<file path="src/rtl/cla_pipe_adder_if.sv">
// Operand/result handshake bundle for cla_pipe_adder; the sub line exists only
// when CLA_PIPE_SUB_EN is defined.
interface cla_pipe_adder_if #(
    parameter int WIDTH = 16
);
    logic             in_valid;
    logic             in_ready;
    logic [WIDTH-1:0] a;
    logic [WIDTH-1:0] b;
    logic             cin;
`ifdef CLA_PIPE_SUB_EN
    logic             sub;
`endif
    logic             out_valid;
    logic             out_ready;
    logic [WIDTH-1:0] sum;
    logic             cout;
    logic             ovf;

`ifdef CLA_PIPE_SUB_EN
    modport master (
        output in_valid, a, b, cin, sub, out_ready,
        input  in_ready, out_valid, sum, cout, ovf
    );
    modport slave (
        input  in_valid, a, b, cin, sub, out_ready,
        output in_ready, out_valid, sum, cout, ovf
    );
`else
    modport master (
        output in_valid, a, b, cin, out_ready,
        input  in_ready, out_valid, sum, cout, ovf
    );
    modport slave (
        input  in_valid, a, b, cin, out_ready,
        output in_ready, out_valid, sum, cout, ovf
    );
`endif
endinterface

</file>
<file path="src/rtl/cla_pipe_adder.sv">
// Pipelined carry-lookahead adder (subtractor with CLA_PIPE_SUB_EN), GPS 4-bit groups per stage.
// Latency: STAGES = WIDTH/(4*GPS) cycles; one beat per cycle.
// Backpressure: whole pipe holds while out_valid & ~out_ready; in_ready = ~out_valid | out_ready.
module cla_pipe_adder #(
    parameter int WIDTH = 16,
    parameter int GPS   = 1
) (
    input  logic             clk,
    input  logic             rst,
    cla_pipe_adder_if.slave  bus
);
    localparam int SW     = 4 * GPS;
    localparam int STAGES = WIDTH / SW;

    if (GPS < 1 || WIDTH < SW || (WIDTH % SW) != 0) begin : g_bad_width
        $error("cla_pipe_adder: WIDTH must be a non-zero multiple of 4*GPS");
    end

    function automatic logic [4:0] cla4(input logic [3:0] p, input logic [3:0] g, input logic c0);
        logic [4:0] c;
        c[0] = c0;
        c[1] = g[0] | (p[0] & c0);
        c[2] = g[1] | (p[1] & g[0]) | (p[1] & p[0] & c0);
        c[3] = g[2] | (p[2] & g[1]) | (p[2] & p[1] & g[0]) | (p[2] & p[1] & p[0] & c0);
        c[4] = g[3] | (p[3] & g[2]) | (p[3] & p[2] & g[1]) | (p[3] & p[2] & p[1] & g[0])
             | (p[3] & p[2] & p[1] & p[0] & c0);
        return c;
    endfunction

    logic             vld_q [STAGES];
    logic [WIDTH-1:0] sum_q [STAGES];
    logic [WIDTH-1:0] a_q   [STAGES];
    logic [WIDTH-1:0] b_q   [STAGES];
    logic             c_q   [STAGES];
    logic             ovf_q;

    logic [WIDTH-1:0] src_a [STAGES];
    logic [WIDTH-1:0] src_b [STAGES];
    logic [WIDTH-1:0] src_s [STAGES];
    logic             src_c [STAGES];
    logic [WIDTH-1:0] sum_d [STAGES];
    logic             c_d   [STAGES];
    logic             ovf_d;

    logic       sub_eff;
    logic       en;
    logic       accept;
    logic [3:0] p;
    logic [3:0] g;
    logic [4:0] cv;
    logic       carry;
    logic       c_msb;

`ifdef CLA_PIPE_SUB_EN
    assign sub_eff = bus.sub;
`else
    assign sub_eff = 1'b0;
`endif

    assign en            = ~vld_q[STAGES-1] | bus.out_ready;
    assign accept        = bus.in_valid & en;
    assign bus.in_ready  = en;
    assign bus.out_valid = vld_q[STAGES-1];
    assign bus.sum       = sum_q[STAGES-1];
    assign bus.cout      = c_q[STAGES-1];
    assign bus.ovf       = ovf_q;

    // Stage k consumes bits [k*SW +: SW] of the skewed operands and appends them to the partial sum.
    always_comb begin
        src_a[0] = bus.a;
        src_b[0] = sub_eff ? ~bus.b : bus.b;
        src_s[0] = '0;
        src_c[0] = sub_eff | bus.cin;
        for (int k = 1; k < STAGES; k++) begin
            src_a[k] = a_q[k-1];
            src_b[k] = b_q[k-1];
            src_s[k] = sum_q[k-1];
            src_c[k] = c_q[k-1];
        end
        p     = '0;
        g     = '0;
        cv    = '0;
        c_msb = 1'b0;
        for (int k = 0; k < STAGES; k++) begin
            carry    = src_c[k];
            sum_d[k] = src_s[k];
            for (int gi = 0; gi < GPS; gi++) begin
                p  = src_a[k][k*SW + 4*gi +: 4] ^ src_b[k][k*SW + 4*gi +: 4];
                g  = src_a[k][k*SW + 4*gi +: 4] & src_b[k][k*SW + 4*gi +: 4];
                cv = cla4(p, g, carry);
                sum_d[k][k*SW + 4*gi +: 4] = p ^ cv[3:0];
                if (k*SW + 4*gi + 4 == WIDTH) begin
                    c_msb = cv[3];
                end
                carry = cv[4];
            end
            c_d[k] = carry;
        end
        ovf_d = c_msb ^ c_d[STAGES-1];
    end

    always_ff @(posedge clk or posedge rst) begin
        if (rst) begin
            for (int k = 0; k < STAGES; k++) begin
                vld_q[k] <= 1'b0;
                sum_q[k] <= '0;
                a_q[k]   <= '0;
                b_q[k]   <= '0;
                c_q[k]   <= 1'b0;
            end
            ovf_q <= 1'b0;
        end else if (en) begin
            vld_q[0] <= accept;
            for (int k = 1; k < STAGES; k++) begin
                vld_q[k] <= vld_q[k-1];
            end
            for (int k = 0; k < STAGES; k++) begin
                sum_q[k] <= sum_d[k];
                a_q[k]   <= src_a[k];
                b_q[k]   <= src_b[k];
                c_q[k]   <= c_d[k];
            end
            ovf_q <= ovf_d;
        end
    end
endmodule

</file>
<file path="src/flat_wrapper.sv">
// flat-port wrapper written by rule: the top's interface ports become plain ports
module cla_pipe_adder_flat 
#(
    parameter int WIDTH = 16,
    parameter int GPS   = 1
)
  (clk, rst, bus_in_valid, bus_a, bus_b, bus_cin, bus_out_ready, bus_in_ready, bus_out_valid, bus_sum, bus_cout, bus_ovf);
  cla_pipe_adder_if #(.WIDTH(WIDTH)) bus_i ();
  input  logic clk;
  input  logic rst;
  input wire logic [$bits(bus_i.in_valid)-1:0] bus_in_valid;
  input wire logic [$bits(bus_i.a)-1:0] bus_a;
  input wire logic [$bits(bus_i.b)-1:0] bus_b;
  input wire logic [$bits(bus_i.cin)-1:0] bus_cin;
  input wire logic [$bits(bus_i.out_ready)-1:0] bus_out_ready;
  output wire logic [$bits(bus_i.in_ready)-1:0] bus_in_ready;
  output wire logic [$bits(bus_i.out_valid)-1:0] bus_out_valid;
  output wire logic [$bits(bus_i.sum)-1:0] bus_sum;
  output wire logic [$bits(bus_i.cout)-1:0] bus_cout;
  output wire logic [$bits(bus_i.ovf)-1:0] bus_ovf;
  assign bus_i.in_valid = bus_in_valid;
  assign bus_i.a = bus_a;
  assign bus_i.b = bus_b;
  assign bus_i.cin = bus_cin;
  assign bus_i.out_ready = bus_out_ready;
  assign bus_in_ready = bus_i.in_ready;
  assign bus_out_valid = bus_i.out_valid;
  assign bus_sum = bus_i.sum;
  assign bus_cout = bus_i.cout;
  assign bus_ovf = bus_i.ovf;
  cla_pipe_adder #(.WIDTH(WIDTH), .GPS(GPS)) u_core (.clk(clk), .rst(rst), .bus(bus_i));
endmodule
</file>
<file path="config.mk">
export PLATFORM = sky130hd
export DESIGN_NAME = cla_pipe_adder_flat
export DESIGN_NICKNAME = d
export VERILOG_FILES = /design/src/rtl/cla_pipe_adder_if.sv /design/src/rtl/cla_pipe_adder.sv /design/src/flat_wrapper.sv
export SDC_FILE = /design/constraint.sdc
export NUM_CORES = 1
export LEC_CHECK = 0
export ABC_AREA = 1
export ABC_CLOCK_PERIOD_IN_PS = 2900
export BUFFER_PORTS_ARGS = -buffer_cell sky130_fd_sc_hd__buf_2
export CAP_MARGIN = 20
export CORE_ASPECT_RATIO = 0.5
export CORE_MARGIN = 2
export CORE_UTILIZATION = 52
export CTS_CLUSTER_SIZE = 40
export DETAILED_ROUTE_END_ITERATION = 12
export GPL_ROUTABILITY_DRIVEN = 0
export PLACE_DENSITY = 0.87
export SETUP_SLACK_MARGIN = 0.2
export SLEW_MARGIN = 20
export SYNTH_ARGS = -nofsm -noshare
export SYNTH_HDL_FRONTEND = slang
export SYNTH_SLANG_ARGS = --single-unit
</file>
<file path="constraint.sdc">
create_clock -name clk -period 2.9 [get_ports clk]
set_input_delay 0.29 -clock clk [delete_from_list [all_inputs] [get_ports clk]]
set_output_delay 0.29 -clock clk [all_outputs]
set_load 0.005 [all_outputs]
</file>
# ---- After elaboration in Yosys (flattened, before gate mapping)
# Cells that the tools add are included.
dict set report totals {
  register_bits 145
  word_cells 139
  input_bits 37
}
dict set report classes {
  bitwise 120
}
# op n
set ops {}
lappend ops {{1-bit bitwise AND} 65}
lappend ops {{1-bit OR} 41}
lappend ops {{4-bit bitwise XOR} 8}
lappend ops {{4-bit bitwise AND} 4}
lappend ops {{1-bit inverter} 1}
lappend ops {{1-bit bitwise XOR} 1}

# ---- Logic depth before layout (Yosys ltp)
dict set report depth {
  word_depth 7
  depth_mapped 8
}

# ---- Worst setup path before layout
# No wires, ideal clock.
dict set report synth_timing {
  kind {register to register}
  from {register u_core.b_q[29] (netlist name)}
  to {register u_core.ovf_q (netlist: u_core.bus.ovf)}
  required_ns 2.782
  t_arrival_ns 1.234
  path_stages_with_launch 7
  path_slack_ns 1.549
  path_cell_list {dfrtp_1 -> ha_1 -> or2_1 -> nand3_1 -> nand3_1 -> nand3_1 -> nand2_1}
}
dict set report synth_via {
  elab_chain_cells 6
  elab_cells_between_ends 19
  cone_classes {bitwise (19)}
}
# item line_no
set synth_rtl {}
lappend synth_rtl {{start, declared} cla_pipe_adder.sv:33} ;# logic [WIDTH-1:0] b_q [STAGES];
lappend synth_rtl {{start signal, assigned by index} cla_pipe_adder.sv:120} ;# b_q[k] <= src_b[k];
lappend synth_rtl {{4-bit bitwise AND / 4-bit bitwise XOR (equally long branches)} {cla_pipe_adder.sv:89, cla_pipe_adder.sv:88}}
lappend synth_rtl {{1-bit bitwise AND (on tied branches)} {cla_pipe_adder.sv:24, cla_pipe_adder.sv:25, cla_pipe_adder.sv:26}}
lappend synth_rtl {{1-bit OR, or another cell as far along (2 in series)} cla_pipe_adder.sv:24} ;# c[3] = g[2] | (p[2] & g[1]) | (p[2] & p[1] & g[0]) | (p[2] & p[1] & p[0] & c0);
lappend synth_rtl {{1-bit OR (on tied branches)} {cla_pipe_adder.sv:24, cla_pipe_adder.sv:26}}
lappend synth_rtl {{1-bit bitwise XOR (*)} cla_pipe_adder.sv:99} ;# ovf_d = c_msb ^ c_d[STAGES-1];
lappend synth_rtl {{end signal, assigned} cla_pipe_adder.sv:123} ;# ovf_q <= ovf_d;
lappend synth_rtl {{end, declared} cla_pipe_adder.sv:35} ;# logic ovf_q;
# Every way passes the cells marked *; elsewhere a longest branch is shown, timed or not.
# A chain may end at the register's enable or synchronous reset.

# ---- Final worst setup path
dict set report layout_timing {
  from {register u_core.vld_q (netlist bit u_core.bus.out_valid)}
  to {output bus_in_ready}
}
dict set report layout_via {
  elab_chain_cells 2
}
# item line_no
set layout_rtl {}
lappend layout_rtl {{start, declared} cla_pipe_adder.sv:30} ;# logic vld_q [STAGES];
lappend layout_rtl {{start signal, assigned by index} cla_pipe_adder.sv:115} ;# vld_q[k] <= vld_q[k-1];
lappend layout_rtl {{1-bit inverter} cla_pipe_adder.sv:60} ;# assign en = ~vld_q[STAGES-1] | bus.out_ready;
lappend layout_rtl {{1-bit OR} cla_pipe_adder.sv:60}
lappend layout_rtl {{end, declared} flat_wrapper.sv:16} ;# output wire logic [$bits(bus_i.in_ready)-1:0] bus_in_ready;
# Every way passes these cells.

==> reports/metrics.cfg <==
[run_status]
status = completed

[die]
io_pins = 57
die-area_sq_um = 8980
die_y_um = 68.0
coreArea_sq_um = 7970
initial_core_util_pct = 53.5
rows = 23
die_x_um = 132

[synthesis]
yosys_warnings = 0
syn_nets = 544
synthDominantCellAreaShare_pct = 56.9
avgSynthCellArea_sq_um = 8.75
yosys.cell_types.count = 22
synth_flop_cell = dfrtp_1
synth_edf_count = 0
ys_seq_area_share_pct = 56.9
async_flop_share_pct = 100
netlist_top_cells_area = dfrtp_1 (57%), nand2_1 (18%), ha_1 (4.7%), inv_1 (3.7%), o21ai_1 (3.5%)
ys_ff_latch = 97
syn_area_sq_um = 4260
syn_inst = 487
yosysTopAreaCell = dfrtp_1

[timing]
period_share_pct = 62.4
layout_min_cycle_time_ns = 1.81
fmax_ghz = 0.552
setup_violations = 0
rsz0062_at_grt = false
finalHoldViolCount = 0
tns_ns = 0
worst_pin_slew_ns = 0.863
slew_headroom_pct = 42.5
skew_ns = 0.00427
finalMaxSlewViolations = 0
whs_ns = 0.0618

[global_routing]
grt_util_all_layers_pct = 19.5
grt_pass1_wl_um = 13800
first_global_vias = 3234
grt_max_degree = 99
antenna_found_initial = 0
globalRouteOverflowTotal = 0

[cts]
cts_tree = built
cts_setup_buffers = 0
root_buffer = clkbuf_16
hold_buffers = 0
cts_buffer_depth = 2
cts.sinks = 97
clkTransAtPathRegs_ns = 0.06
cts_resized = 0
clk_latency_ns = 0.35
h-tree-depth = 3
cts_buffers = 9

[critical_path]
critPathLaunchType = register
critPathTopFamily = buffers and inverters
cp-startpoint = u_core.bus.out_valid
reg2reg_from = u_core.bus.out_valid
cp.depth = 5
crit_path_end_kind = primary output
cp_num_buf_inv = 4
r2r_end = u_core.c_q[2]
required_ns = 2.61
max_stage_delay_ns = 0.37
cp-endpoint = bus_in_ready
crit_chain = inv_1 > nor2_4 > inv_2 > buf_12 > buf_2
cp_slowest_cell = dfrtp_1
reg2reg_depth = 5
critPathArrivalTime_ns = 1.52
reg2reg_slack_ns = 1.34
crit_type = register to primary output
critical_path.max_fanout = 88

[worst_hold_path]
hp-class = input port to asynchronous set/reset pin

[drt]
routed_via_density = 4.94
drc = 0
first_iter_violations = 274
vias = 3229
routedWlPerCell_um = 12.2
postRouteAntennaNets = 0
drtPass1Iterations = 4
wl_um = 7960

[power]
switchingPower_uw = 1920
power.total_uw = 5350
p_sw_share_pct = 35.9
p_clk_share_pct = 23.2
static-leakage-power_uw = 0.00266
power_frac_comb_pct = 34.7
max-vdd-ir-drop_mv = 0.512
power_density_nw_per_um2 = 1080
p_int_uw = 3430
p_seq_share_pct = 42.1

[run]
max-cap-violations = 0

[final_layout]
diodes = 0
finalNetCount = 594
final_util_pct = 62.2
area_delta_synth_final_pct = 16.3
layout.cells.most_common_list = nand2_1 (206), dfrtp_1 (97), buf_2 (56)
drive_gt1_share_pct = 14.0
n_fill_cell = 640
layout_commonest_cell = nand2_1

[placement]
port_buffers = 56
dp_hpwl_um = 5070

-- layout make-up --
cell class	instances	area, sq um	share of cell area [%]
flip-flops and latches	97	2430	49.0
clock inverters	5	80.1	1.62
well taps	112	140	2.83
multi-input cells	327	1580	31.9
clock buffers	11	233	4.70
repair buffers	59	328	6.61
inverters	43	165	3.33
-- synthesized netlist by cell type, types with 8 or more instances --
cell type  number
nand2_1       206
dfrtp_1        97
inv_1          42
o21ai_1        30
nand3_1        18
o21ai_0        17
ha_1           16
nor2_1         12
a21oi_1        11
buf_2          10
clkbuf_1        8
-- flip-flops by register name, summed over array words and instances, names as in the netlist --
| name | cells |
|---|---|
| u_core.bus.sum | 16 |
| u_core.vld_q | 3 |
| u_core.bus.out_valid | 1 |
| u_core.c_q | 3 |
| u_core.bus.cout | 1 |
| u_core.bus.ovf | 1 |
| u_core.b_q | 24 |
| u_core.a_q | 24 |
| u_core.src_s | 24 |
-- routing by layer --
metal | vias to the layer above | track usage (%) | wire length, um
li1 | 1618 | - | -
met1 | 1539 | 22.2 | 3640
met2 | 57 | 35.6 | 3830
met3 | 15 | 6.67 | 336
met4 | 0 | 6.66 | 149
met5 | - | 0 | 0
-- how the worst min path moves through the flow --
stage,from,to,slack (ns),depth (start not counted)
after CTS,rst,u_core.src_s[1],0.11,3
after global routing,rst,u_core.bus.sum[3],0.12,3
final,rst,u_core.src_s[1],0.06,3
after detailed placement,u_core.vld_q[1],u_core.bus.out_valid,0.44,2
after global placement,u_core.vld_q[1],u_core.bus.out_valid,0.44,2
after floorplan,bus_a[5],u_core.a_q[53],0.40,2
-- power by group through the flow --
stage / clock [uW] / sequential (uW) / combinational, uW
floorplan: 0 / 2200 / 1380
global placement: 0 / 2240 / 1750
detailed placement: 0 / 2260 / 1850
CTS: 1260 / 2250 / 1880
global route: 1320 / 2310 / 2150
finish: 1240 / 2250 / 1860
-- stage by stage --
step	worst slack (ns)	cells	area, sq um
5_1_grt	0.995	654	4960
3_5_place_dp	1.30	638	4640
6_report	1.09	654	4960
4_1_cts	1.08	654	4960
3_3_place_gp	1.36	638	4640
2_1_floorplan	1.46	487	4270
-- tightest hold or removal path, delay by kind of cell --
kind     cells  cell delay [ns]
buf+inv      3             0.55
-- kinds of logic after synthesis --
| logic type | count (synthesis) | share of synthesized area, % |
|---|---|---|
| buffers and inverters | 63 | 5.93 |
| AO/OA/AOI/OAI | 60 | 7.10 |
| XOR/XNOR | 5 | 1.03 |
| adder cells (fa/ha/maj) | 20 | 6.57 |
| flip-flops | 97 | 56.9 |
| AND/OR/NAND/NOR | 242 | 22.4 |
Note: power is estimated with default switching activity, not from simulation.
